### src/rtl/counter_b4_seq.sv
// Command sequencer for counter_b4: turns LOAD/RUN commands into enable/mode/D pin
// activity and reports each finished command with done, a wrap count and the final Q.
module counter_b4_seq #(
    parameter int LEN_W    = 8,
    parameter int WRAP_W   = 8,
    parameter int LOAD_TMO = 4
) (
    input  logic              sq_clk,
    input  logic              sq_reset,
    input  logic              cmd_valid,
    output logic              cmd_ready,
    input  logic [1:0]        cmd_mode,
    input  logic [3:0]        cmd_data,
    input  logic [LEN_W-1:0]  cmd_len,
    output logic              cnt_enable,
    output logic              cnt_reset,
    output logic [1:0]        cnt_mode,
    output logic [3:0]        cnt_D,
    input  logic              cnt_load,
    input  logic              cnt_rco,
    input  logic [3:0]        cnt_Q,
    output logic              done,
    output logic [WRAP_W-1:0] wraps,
    output logic [3:0]        q_final,
    output logic              timeout_err
);

    localparam int TMO_W = $clog2(LOAD_TMO + 1);

    typedef enum logic [2:0] {
        S_INIT  = 3'd0,
        S_IDLE  = 3'd1,
        S_LOAD  = 3'd2,
        S_LWAIT = 3'd3,
        S_RUN   = 3'd4,
        S_DRAIN = 3'd5
    } state_t;

    state_t state_reg, state_next;

    logic [LEN_W-1:0]  run_cnt_reg, run_cnt_next;
    logic [WRAP_W-1:0] wrap_cnt_reg, wrap_cnt_next, wrap_inc;
    logic [TMO_W-1:0]  tmo_cnt_reg, tmo_cnt_next;

    logic              cnt_enable_next, cnt_reset_next, cmd_ready_next;
    logic [1:0]        cnt_mode_next;
    logic [3:0]        cnt_D_next;
    logic              done_next, timeout_err_next;
    logic [WRAP_W-1:0] wraps_next;
    logic [3:0]        q_final_next;

    logic accept, is_load, tmo_expired, counting;

    assign accept      = (state_reg == S_IDLE) && cmd_valid && cmd_ready;
    assign is_load     = (cmd_mode == 2'b11);
    assign tmo_expired = (tmo_cnt_reg == TMO_W'(LOAD_TMO - 1));
    assign counting    = (state_reg == S_RUN) || (state_reg == S_DRAIN);

    // Saturating wrap tally including the rco seen this cycle, so the value
    // copied on the DRAIN exit edge already contains the final pulse.
    always_comb begin
        wrap_inc = wrap_cnt_reg;
        if (counting && cnt_rco && (wrap_cnt_reg != {WRAP_W{1'b1}})) begin
            wrap_inc = wrap_cnt_reg + 1'b1;
        end
    end

    always_ff @(posedge sq_clk or negedge sq_reset) begin
        if (!sq_reset) begin
            state_reg <= S_INIT;
        end else begin
            state_reg <= state_next;
        end
    end

    always_comb begin
        state_next = state_reg;
        case (state_reg)
            S_INIT:  state_next = S_IDLE;
            S_IDLE: begin
                if (accept) begin
                    if (is_load) begin
                        state_next = S_LOAD;
                    end else if (cmd_len != '0) begin
                        state_next = S_RUN;
                    end else begin
                        // Zero-length run still passes through DRAIN for a 1-cycle done latency
                        state_next = S_DRAIN;
                    end
                end
            end
            S_LOAD:  state_next = S_LWAIT;
            S_LWAIT: begin
                if (cnt_load || tmo_expired) begin
                    state_next = S_IDLE;
                end
            end
            S_RUN: begin
                if (run_cnt_reg == LEN_W'(1)) begin
                    state_next = S_DRAIN;
                end
            end
            S_DRAIN: state_next = S_IDLE;
            default: state_next = S_INIT;
        endcase
    end

    always_comb begin
        cnt_enable_next  = (state_next == S_LOAD) || (state_next == S_RUN);
        cnt_reset_next   = (state_next == S_INIT);
        cmd_ready_next   = (state_next == S_IDLE);
        cnt_mode_next    = cnt_mode;
        cnt_D_next       = cnt_D;
        done_next        = 1'b0;
        timeout_err_next = timeout_err;
        wraps_next       = wraps;
        q_final_next     = q_final;
        run_cnt_next     = run_cnt_reg;
        wrap_cnt_next    = wrap_cnt_reg;
        tmo_cnt_next     = tmo_cnt_reg;

        if (accept) begin
            timeout_err_next = 1'b0;
            wrap_cnt_next    = '0;
            run_cnt_next     = cmd_len;
            if (is_load) begin
                cnt_mode_next = 2'b11;
                cnt_D_next    = cmd_data;
            end else begin
                cnt_mode_next = cmd_mode;
            end
        end

        case (state_reg)
            S_LOAD: tmo_cnt_next = '0;
            S_LWAIT: begin
                if (cnt_load) begin
                    done_next    = 1'b1;
                    q_final_next = cnt_Q;
                    wraps_next   = '0;
                end else if (tmo_expired) begin
                    done_next        = 1'b1;
                    timeout_err_next = 1'b1;
                end else begin
                    tmo_cnt_next = tmo_cnt_reg + 1'b1;
                end
            end
            S_RUN: begin
                run_cnt_next  = run_cnt_reg - 1'b1;
                wrap_cnt_next = wrap_inc;
            end
            S_DRAIN: begin
                wrap_cnt_next = wrap_inc;
                done_next     = 1'b1;
                q_final_next  = cnt_Q;
                wraps_next    = wrap_inc;
            end
            default: ;
        endcase
    end

    always_ff @(posedge sq_clk or negedge sq_reset) begin
        if (!sq_reset) begin
            cnt_enable   <= 1'b0;
            cnt_reset    <= 1'b1;
            cmd_ready    <= 1'b0;
            cnt_mode     <= 2'b00;
            cnt_D        <= 4'h0;
            done         <= 1'b0;
            timeout_err  <= 1'b0;
            wraps        <= '0;
            q_final      <= 4'h0;
            run_cnt_reg  <= '0;
            wrap_cnt_reg <= '0;
            tmo_cnt_reg  <= '0;
        end else begin
            cnt_enable   <= cnt_enable_next;
            cnt_reset    <= cnt_reset_next;
            cmd_ready    <= cmd_ready_next;
            cnt_mode     <= cnt_mode_next;
            cnt_D        <= cnt_D_next;
            done         <= done_next;
            timeout_err  <= timeout_err_next;
            wraps        <= wraps_next;
            q_final      <= q_final_next;
            run_cnt_reg  <= run_cnt_next;
            wrap_cnt_reg <= wrap_cnt_next;
            tmo_cnt_reg  <= tmo_cnt_next;
        end
    end

endmodule
### config.mk
export PLATFORM = sky130hd
export DESIGN_NAME = counter_b4_seq
export DESIGN_NICKNAME = d
export VERILOG_FILES = /design/src/rtl/counter_b4_seq.sv
export SDC_FILE = /design/constraint.sdc
export NUM_CORES = 1
export LEC_CHECK = 0
export ABC_AREA = 1
export BUFFER_PORTS_ARGS = -buffer_cell sky130_fd_sc_hd__buf_2
export CORE_MARGIN = 2
export CORE_UTILIZATION = 55
export CTS_CLUSTER_DIAMETER = 50
export DETAILED_ROUTE_END_ITERATION = 16
export GPL_TIMING_DRIVEN = 0
export PLACE_DENSITY = 0.8
export SLEW_MARGIN = 20
export SYNTH_ARGS = -nofsm -noshare
export SYNTH_HDL_FRONTEND = slang
export SYNTH_SLANG_ARGS = --single-unit
### constraint.sdc
create_clock -name sq_clk -period 4.5 [get_ports sq_clk]
set_input_delay 0.9 -clock sq_clk [delete_from_list [all_inputs] [get_ports sq_clk]]
set_output_delay 0.9 -clock sq_clk [all_outputs]
set_load 0.02 [all_outputs]
## Word-level counts from Yosys, hierarchy flattened

Index checks and enable logic that the tools add are counted.

- Register bits: 45
- Bits of input ports: 23
- Output and inout bits: 23
- Word-level logic and storage cells: 76

- Add/sub/neg operators: 3
- Equal/unequal tests: 15
- Mux-type cells: 26
- Reductions and logical operators: 19

Operator list:

| cell | number |
|---|---|
| $mux W8 | 6 |
| $mux W3 | 6 |
| $pmux W8 S2 | 1 |
| $pmux W3 S5 | 1 |
| $eq A3 B2 Y1 const B | 4 |
| $eq A3 B3 Y1 const B | 3 |
| $add A8 B1 Y8 const B | 1 |
| $eq A8 B1 Y1 const B | 1 |
| $ne A8 B8 Y1 const B | 1 |
| $pmux W4 S2 | 1 |
| $reduce_bool A2 Y1 | 4 |
| $reduce_bool A8 Y1 | 1 |
| $sub A8 B1 Y8 const B | 1 |
| $mux W1 | 7 |
| $eq A3 B1 Y1 const B | 2 |
| $logic_not A3 Y1 | 2 |
| $ne A2 B2 Y1 const B | 3 |
| $pmux W3 S2 | 1 |
| $logic_and A1 B1 Y1 | 4 |
| $mux W4 | 1 |
| $reduce_and A2 Y1 | 2 |
| $reduce_or A2 Y1 | 2 |
| $add A3 B1 Y3 const B | 1 |
| $logic_or A1 B1 Y1 | 3 |
| other kinds (4) | 4 |

## Longest topological paths before layout

Gate-level depths: netlist of the first run.

- Depth in word-level cells: 7
- Mapped depth: 9

## Worst setup path after synthesis of the first run

Ideal clock, no wire load.

- Kind: input-to-reg
- From: input cmd_valid
- To: register run_cnt_reg[0]
- Library setup time: 0.126 ns
- Data arrival time: 1.561 ns
- Data required time: 4.374 ns
- Setup slack: 2.813 ns
- Cell stages on the path: 6
- Buffers on the path: 1
- Cell sequence: nand3_1 nor2_2 buf_4 inv_1 o22ai_1 a21oi_1

- Word-level cells in the longest chain between the ends: 3

Ends and longest elaborated chain:

| item | RTL line | source |
|---|---|---|
| start, declared | 10 | `input logic cmd_valid,` |
| $logic_and A1 B1 Y1 (2 in series) | 54 | `assign accept = (state_reg == S_IDLE) && cmd_valid && cmd_ready;` |
| $reduce_bool A2 Y1 (no source line) | - |  |
| end signal, assigned | 186 | `run_cnt_reg <= run_cnt_next;` |
| end, declared | 41 | `logic [LEN_W-1:0] run_cnt_reg, run_cnt_next;` |

No other way between the ends.
A chain may end at the register's enable or synchronous reset.

## Worst setup path in the final report of the first run

- From: register cnt_reset
- To: output cnt_reset

RTL lines:

| item | RTL line | source |
|---|---|---|
| start, declared | 16 | `output logic cnt_reset,` |
| start signal, assigned | 178 | `cnt_reset <= cnt_reset_next;` |

No word-level cell between the ends.

==> results.ini, run 1 <==
[grt]
grt_pass1_vias = 1944
track_usage = 0.209
grt_pass1_wl_mm = 8.27
grt_max_degree = 46
antenna_found_initial = 0
overflow = 0

[critical_path]
required_ns = 3.60
rr_worst_depth = 9
cp-end-kind = output port
cp-start-kind = flip-flop
cpLargestDelayFamily = flip-flops
slowest_stage = dfstp_2
regToRegEndpoint = cnt_enable
worst-setup-path-type = reg -> out
path_buf_inv = 1
cp_max_fo = 1
regToRegSetupSlack_ns = 2.82
critical_path.cell_chain = buf_2
path_depth = 1
arrival_ns = 0.95
r2r-start = tmo_cnt_reg[0]
max_stage_delay_ns = 0.52

[timing]
fin_tns_setup_ns = 0
setup_violations = 0
relSlewSlack = 0.641
slew_violations = 0
rsz0062_at_grt = false
fin_crit_sh = 0.412
skew_ns = 0.00767
min_period_ns = 1.85
max_freq_mhz = 540
worst_slew_pin_slew_ns = 0.539
worst_slack_ns = 2.65
final-hold-violation-count = 0

[clock_network]
cts_tree = yes
clock_latency_ns = 0.29
clockBufferDepth = 2
cts-resized-gates = 0
htreeDepth = 2
cts-buffers-inserted = 5
clk_pin_slew_ns = 0.08
postCtsHoldBufs = 0
numClockSinks = 45
post_cts_buffers = 0
root_buffer = clkbuf_8

[synth]
synthesis.nets = 346
synth_area_um2 = 2350
synth.avg_cell_area_um2 = 7.40
yosys.area.top_type = dfrtp_1
synth_top_area_share = 0.468
synthTopCellsByArea = dfrtp_1 (47%), nand2_1 (21%), nand3_1 (7.2%)
synth_warnings = 0
ys_types = 26
yosysSeqAreaShare = 0.479
syn_inst = 318
ys_ff_latch = 45

[die]
initial_core_util = 0.580
io_pins = 46
die_width_um = 69.4
core-area_um2 = 4060
die_h_um = 69.4
num_rows = 23
design.die.area_um2 = 4820

[drt]
routed-via-count = 2092
via_per_inst = 4.97
drt-initial-drc-count = 51
drt_wl_total_mm = 4.78
drc = 0
ant_nets = 0
drt-pass1-iter-count = 4
wl_per_cell_um = 11.3

[final_layout]
layout-area-overhead-vs-synth_pct = 16.6
diodes = 0
finalCoreUtilization = 0.676
nets = 398
drive_gt1_frac = 0.191
most-common-layout-cells = nand2_1 (131), buf_2 (46), dfrtp_1 (44)
final_common_cell = nand2_1

[min_path]
hold_start = cnt_mode[0]
whs_path_depth = 2
min_path_type = reg -> reg
holdPathEnd = cnt_mode[0]

[placed_design]
place.gp.congestion = 0.838
post-place-ws_ns = 2.54
hpwl_mm = 3.55
port_buffers = 45

[run_status]
status = finished, final reports clean

[job]
drv_cap = 0

[power]
vdd_drop_max_mv = 0.328
p_total_mw = 1.68
power_leakage_nw = 1.56
powerDensity_nw_per_um2 = 612

## how the worst max path moves through the flow
stage / from / endpoint / slack (ns)
2_1_floorplan: cmd_valid / run_cnt_reg[0] / 2.81
4_1_cts: cnt_reset / cnt_reset / 2.64
3_3_place_gp: cmd_mode[0] / cnt_enable / 2.54
5_1_grt: cnt_reset / cnt_reset / 2.62
6_report: cnt_reset / cnt_reset / 2.65
3_5_place_dp: cmd_mode[0] / cnt_D[3] / 2.54
## layout make-up
cell class | instances | area (um2)
plain buffers | 5 | 32.5
repair buffers | 45 | 228
fillers | 354 | 1310
well taps | 50 | 62.6
inverters | 35 | 131
multi-input cells | 233 | 1060
clock inverters | 1 | 5.00
flip-flops and latches | 45 | 1130
clock buffers | 7 | 96.3
## power by group
group / switching (mW) / total [mW] / internal, mW
Sequential: 0.107 / 0.668 / 0.561
Combinational: 0.499 / 0.745 / 0.246
Clock: 0.128 / 0.267 / 0.139
Total: 0.735 / 1.68 / 0.945
## Yosys cell counts, drive strengths merged
cell type	number
nand3	35
nor2	32
o22ai	2
nand2	133
o211ai	2
xnor2	1
xor2	2
buf	5
nor3	2
dfrtp	44
o31ai	1
a21oi	3
dfstp	1
inv	35
nand3b	2
ha	5
o21ai	9
nand4	4
## layer usage
layer	part of all wire	global-route usage	vias up
met3	0.046	0.0363	7
li1	-	-	1104
met4	0.012	0.0610	0
met2	0.46	0.347	50
met5	0	0	-
met1	0.49	0.281	931
## metrics by stage
step	cells	hold WS (ns)	cell area, um2
2_1_floorplan	318	0.446	2350
3_3_place_gp	413	0.448	2640
3_5_place_dp	413	0.454	2640
4_1_cts	421	0.475	2740
5_1_grt	421	0.496	2740
6_report	421	0.472	2740
## kinds of logic after synthesis
logic type / Yosys count / synth area share
buf+inv: 40 / 0.0697
fa+ha+maj: 5 / 0.0266
flops: 45 / 0.479
xor+xnor: 3 / 0.0112
compound gates: 17 / 0.0404
simple gates: 208 / 0.373
Note: power is estimated with default switching activity, not from simulation.
==> inputs of run 2 (changes only) <==
Settings changed: CORE_UTILIZATION 55 to 49, PLACE_DENSITY 0.8 to 0.75.
Clock period 4.5 ns to 1.6 ns, I/O delays scaled along.
==> run 2 against run 1 <==
Effect of this change:
- register-to-register slack got worse by 2.8 ns
- combinational power increased to 2.9 times the previous value
- final area increased by 3.5%
- flip-flop and latch count unchanged
- hold slack got worse by 0.46 ns
- die area increased by 12%
- critical path depth increased by 8
- setup slack got worse by 2.6 ns
- sequential share of layout area decreased by 1.3 points
- power increased to 2.9 times the previous value
- non-clock buffer count increased by 5
- count of clock-buffer cells in the layout unchanged
==> results.ini, run 2 (synthesized netlist as in run 1, its figures left out) <==
[timing]
min_period_ns = 1.54
worst_slew_pin_slew_ns = 0.558  ; was 0.539 ns
worst_slack_ns = 0.0640  ; was 2.65 ns
final-hold-violation-count = 0  ; unchanged
skew_ns = 0.00667  ; was 0.00767 ns
relSlewSlack = 0.628  ; was 0.641
setup_violations = 0  ; unchanged
fin_crit_sh = 0.960
max_freq_mhz = 651
slew_violations = 0  ; unchanged

[final_layout]
finalCoreUtilization = 0.609  ; was 0.676
most-common-layout-cells = nand2_1 (130), buf_2 (46), dfrtp_1 (43)  ; was nand2_1 (131), buf_2 (46), dfrtp_1 (44)
final_common_cell = nand2_1  ; unchanged
postLayoutCellArea_um2 = 2840  ; was 2740 um2
diodes = 0  ; unchanged
nets = 403  ; was 398
drive_gt1_frac = 0.226  ; was 0.191
final_cells = 430  ; was 421
layout-area-overhead-vs-synth_pct = 20.7  ; was 16.6%

[grt]
grt_max_degree = 46  ; unchanged
antenna_found_initial = 0  ; unchanged
grt_pass1_wl_mm = 8.14  ; was 8.27 mm
grt_pass1_vias = 1901  ; was 1944
overflow = 0  ; unchanged
track_usage = 0.193  ; was 0.209

[drt]
routed-via-count = 2141  ; was 2092
via_per_inst = 4.98  ; was 4.97
drc = 0  ; unchanged
drt_wl_total_mm = 4.90  ; was 4.78 mm
wl_per_cell_um = 11.4  ; was 11.3 um
ant_nets = 0  ; unchanged
drt-pass1-iter-count = 4  ; unchanged
drt-initial-drc-count = 133  ; was 51

[critical_path]
worst-setup-path-type = reg -> reg  ; was reg -> out
cp-end-kind = flip-flop  ; was output port
max_stage_delay_ns = 0.40  ; was 0.52 ns
required_ns = 1.78  ; was 3.60 ns
cp_max_fo = 4  ; was 1
startpoint = tmo_cnt_reg[0]  ; was cnt_reset
cp-start-kind = flip-flop  ; unchanged
r2r-start = tmo_cnt_reg[0]  ; unchanged
slowest_stage = dfrtp_1  ; was dfstp_2
critical_path.cell_chain = ha_1 -> ha_2 -> nor2_4 -> nor2_1 -> nor2_2 -> buf_4 -> inv_1 -> nand2_1 -> o21ai_0  ; was buf_2
arrival_ns = 1.71  ; was 0.95 ns

[die]
num_rows = 25  ; was 23
io_pins = 46  ; unchanged
design.die.area_um2 = 5370  ; was 4820 um2
die_width_um = 73.3  ; was 69.4 um
initial_core_util = 0.505  ; was 0.580
die_h_um = 73.3  ; was 69.4 um
core-area_um2 = 4660  ; was 4060 um2

[clock_network]
clockBufferDepth = 2  ; unchanged
numClockSinks = 45  ; unchanged
postCtsHoldBufs = 0  ; unchanged
cts-buffers-inserted = 5  ; unchanged
root_buffer = clkbuf_8  ; unchanged
htreeDepth = 2  ; unchanged
clock_latency_ns = 0.29  ; about the same
cts_tree = yes  ; unchanged
clk_pin_slew_ns = 0.08  ; about the same

[run_status]
status = finished, final reports clean  ; unchanged

[power]
power_leakage_nw = 1.59  ; was 1.56 nW
p_int_mw = 2.71  ; was 945 uW
vdd_drop_max_mv = 0.701  ; was 0.328 mV
netSwitchingPower_mw = 2.11  ; was 735 uW
swShare = 0.437  ; about the same
pwr-share-comb = 0.453  ; was 0.444
power_frac_clock = 0.157  ; was 0.159
seq_power_share = 0.390  ; was 0.397
powerDensity_nw_per_um2 = 1700  ; was 612 nW/um2

[min_path]
min_path_type = in -> async  ; was reg -> reg

[placed_design]
hpwl_mm = 3.60  ; was 3.55 mm
post-place-ws_ns = -0.104  ; was 2.54 ns
place.gp.congestion = 0.880  ; was 0.838
dpl_cell_area_um2 = 2650  ; was 2640 um2
port_buffers = 45  ; unchanged
place_inst = 417  ; was 413

[job]
drv_cap = 0  ; unchanged

## run 2: final timing paths
| path | endpoint | slack (ns) | depth (start not counted) |
|---|---|---|---|
| min in group sq_clk | cnt_D[2] | 0.22 | 3 |
| max in group asynchronous | wrap_cnt_reg[0] | 1.18 | 1 |
| worst max-delay path | tmo_cnt_reg[0] | 0.06 | 9 |
| worst max register to register | tmo_cnt_reg[0] | 0.06 | 9 |
| worst min register to register | q_final[2] | 0.47 | 2 |
| worst min-delay path | tmo_cnt_reg[2] | 0.02 | 1 |
## run 2: worst max-delay path: cells and delay by family, from the launching register on
kind                       cells  cell delay, ns
adders and majority gates      2            0.39
and+or+nand+nor                4            0.39
AOI/OAI and AO/OA              1            0.06
DFF                            1            0.40
buffers and inverters          2            0.17
## run 2: layout make-up
cell class                 count  area, um2
buffer                         5       32.5
clock buffer                   7       96.3
clock inverter                 1       5.00
fill                         409       1820
inverter                      35        131
multi-input combinational    233       1110
sequential                    45       1130
tap                           54       67.6
timing repair buffer          50        265
## run 2: stage by stage
step | total power [mW] | hold WS [ns] | setup TNS [ns]
floorplan | 3.38 | 0.0244 | 0
CTS | 4.77 | 0.213 | 0
global placement | 3.92 | 0.449 | -0.0510
detailed placement | 3.98 | 0.455 | -0.141
finish | 4.81 | 0.0161 | 0
global route | 5.23 | 0.0494 | -0.0544
## run 2: routing by layer
layer	track usage	wire (um)
met5	0	0
met3	0.0466	237
met1	0.257	2260
met2	0.318	2350
met4	0.0494	60
## run 2: what timing repair did
| item | CTS | global route |
|---|---|---|
| resized for setup | 2 | 12 |
| cloned | 0 | 0 |
| buffers inserted | 0 | 5 |
| pin swaps | 1 | 2 |
| endpoints found under the setup margin | 3 | 21 |
## run 2: power groups by stage
stage	registers, mW	clock network, mW	logic [mW]
final	1.88	0.756	2.18
after global routing	1.94	0.830	2.46
after CTS	1.87	0.783	2.11
after detailed placement	1.89	0	2.10
after global placement	1.88	0	2.04
after floorplan	2.11	0	1.27
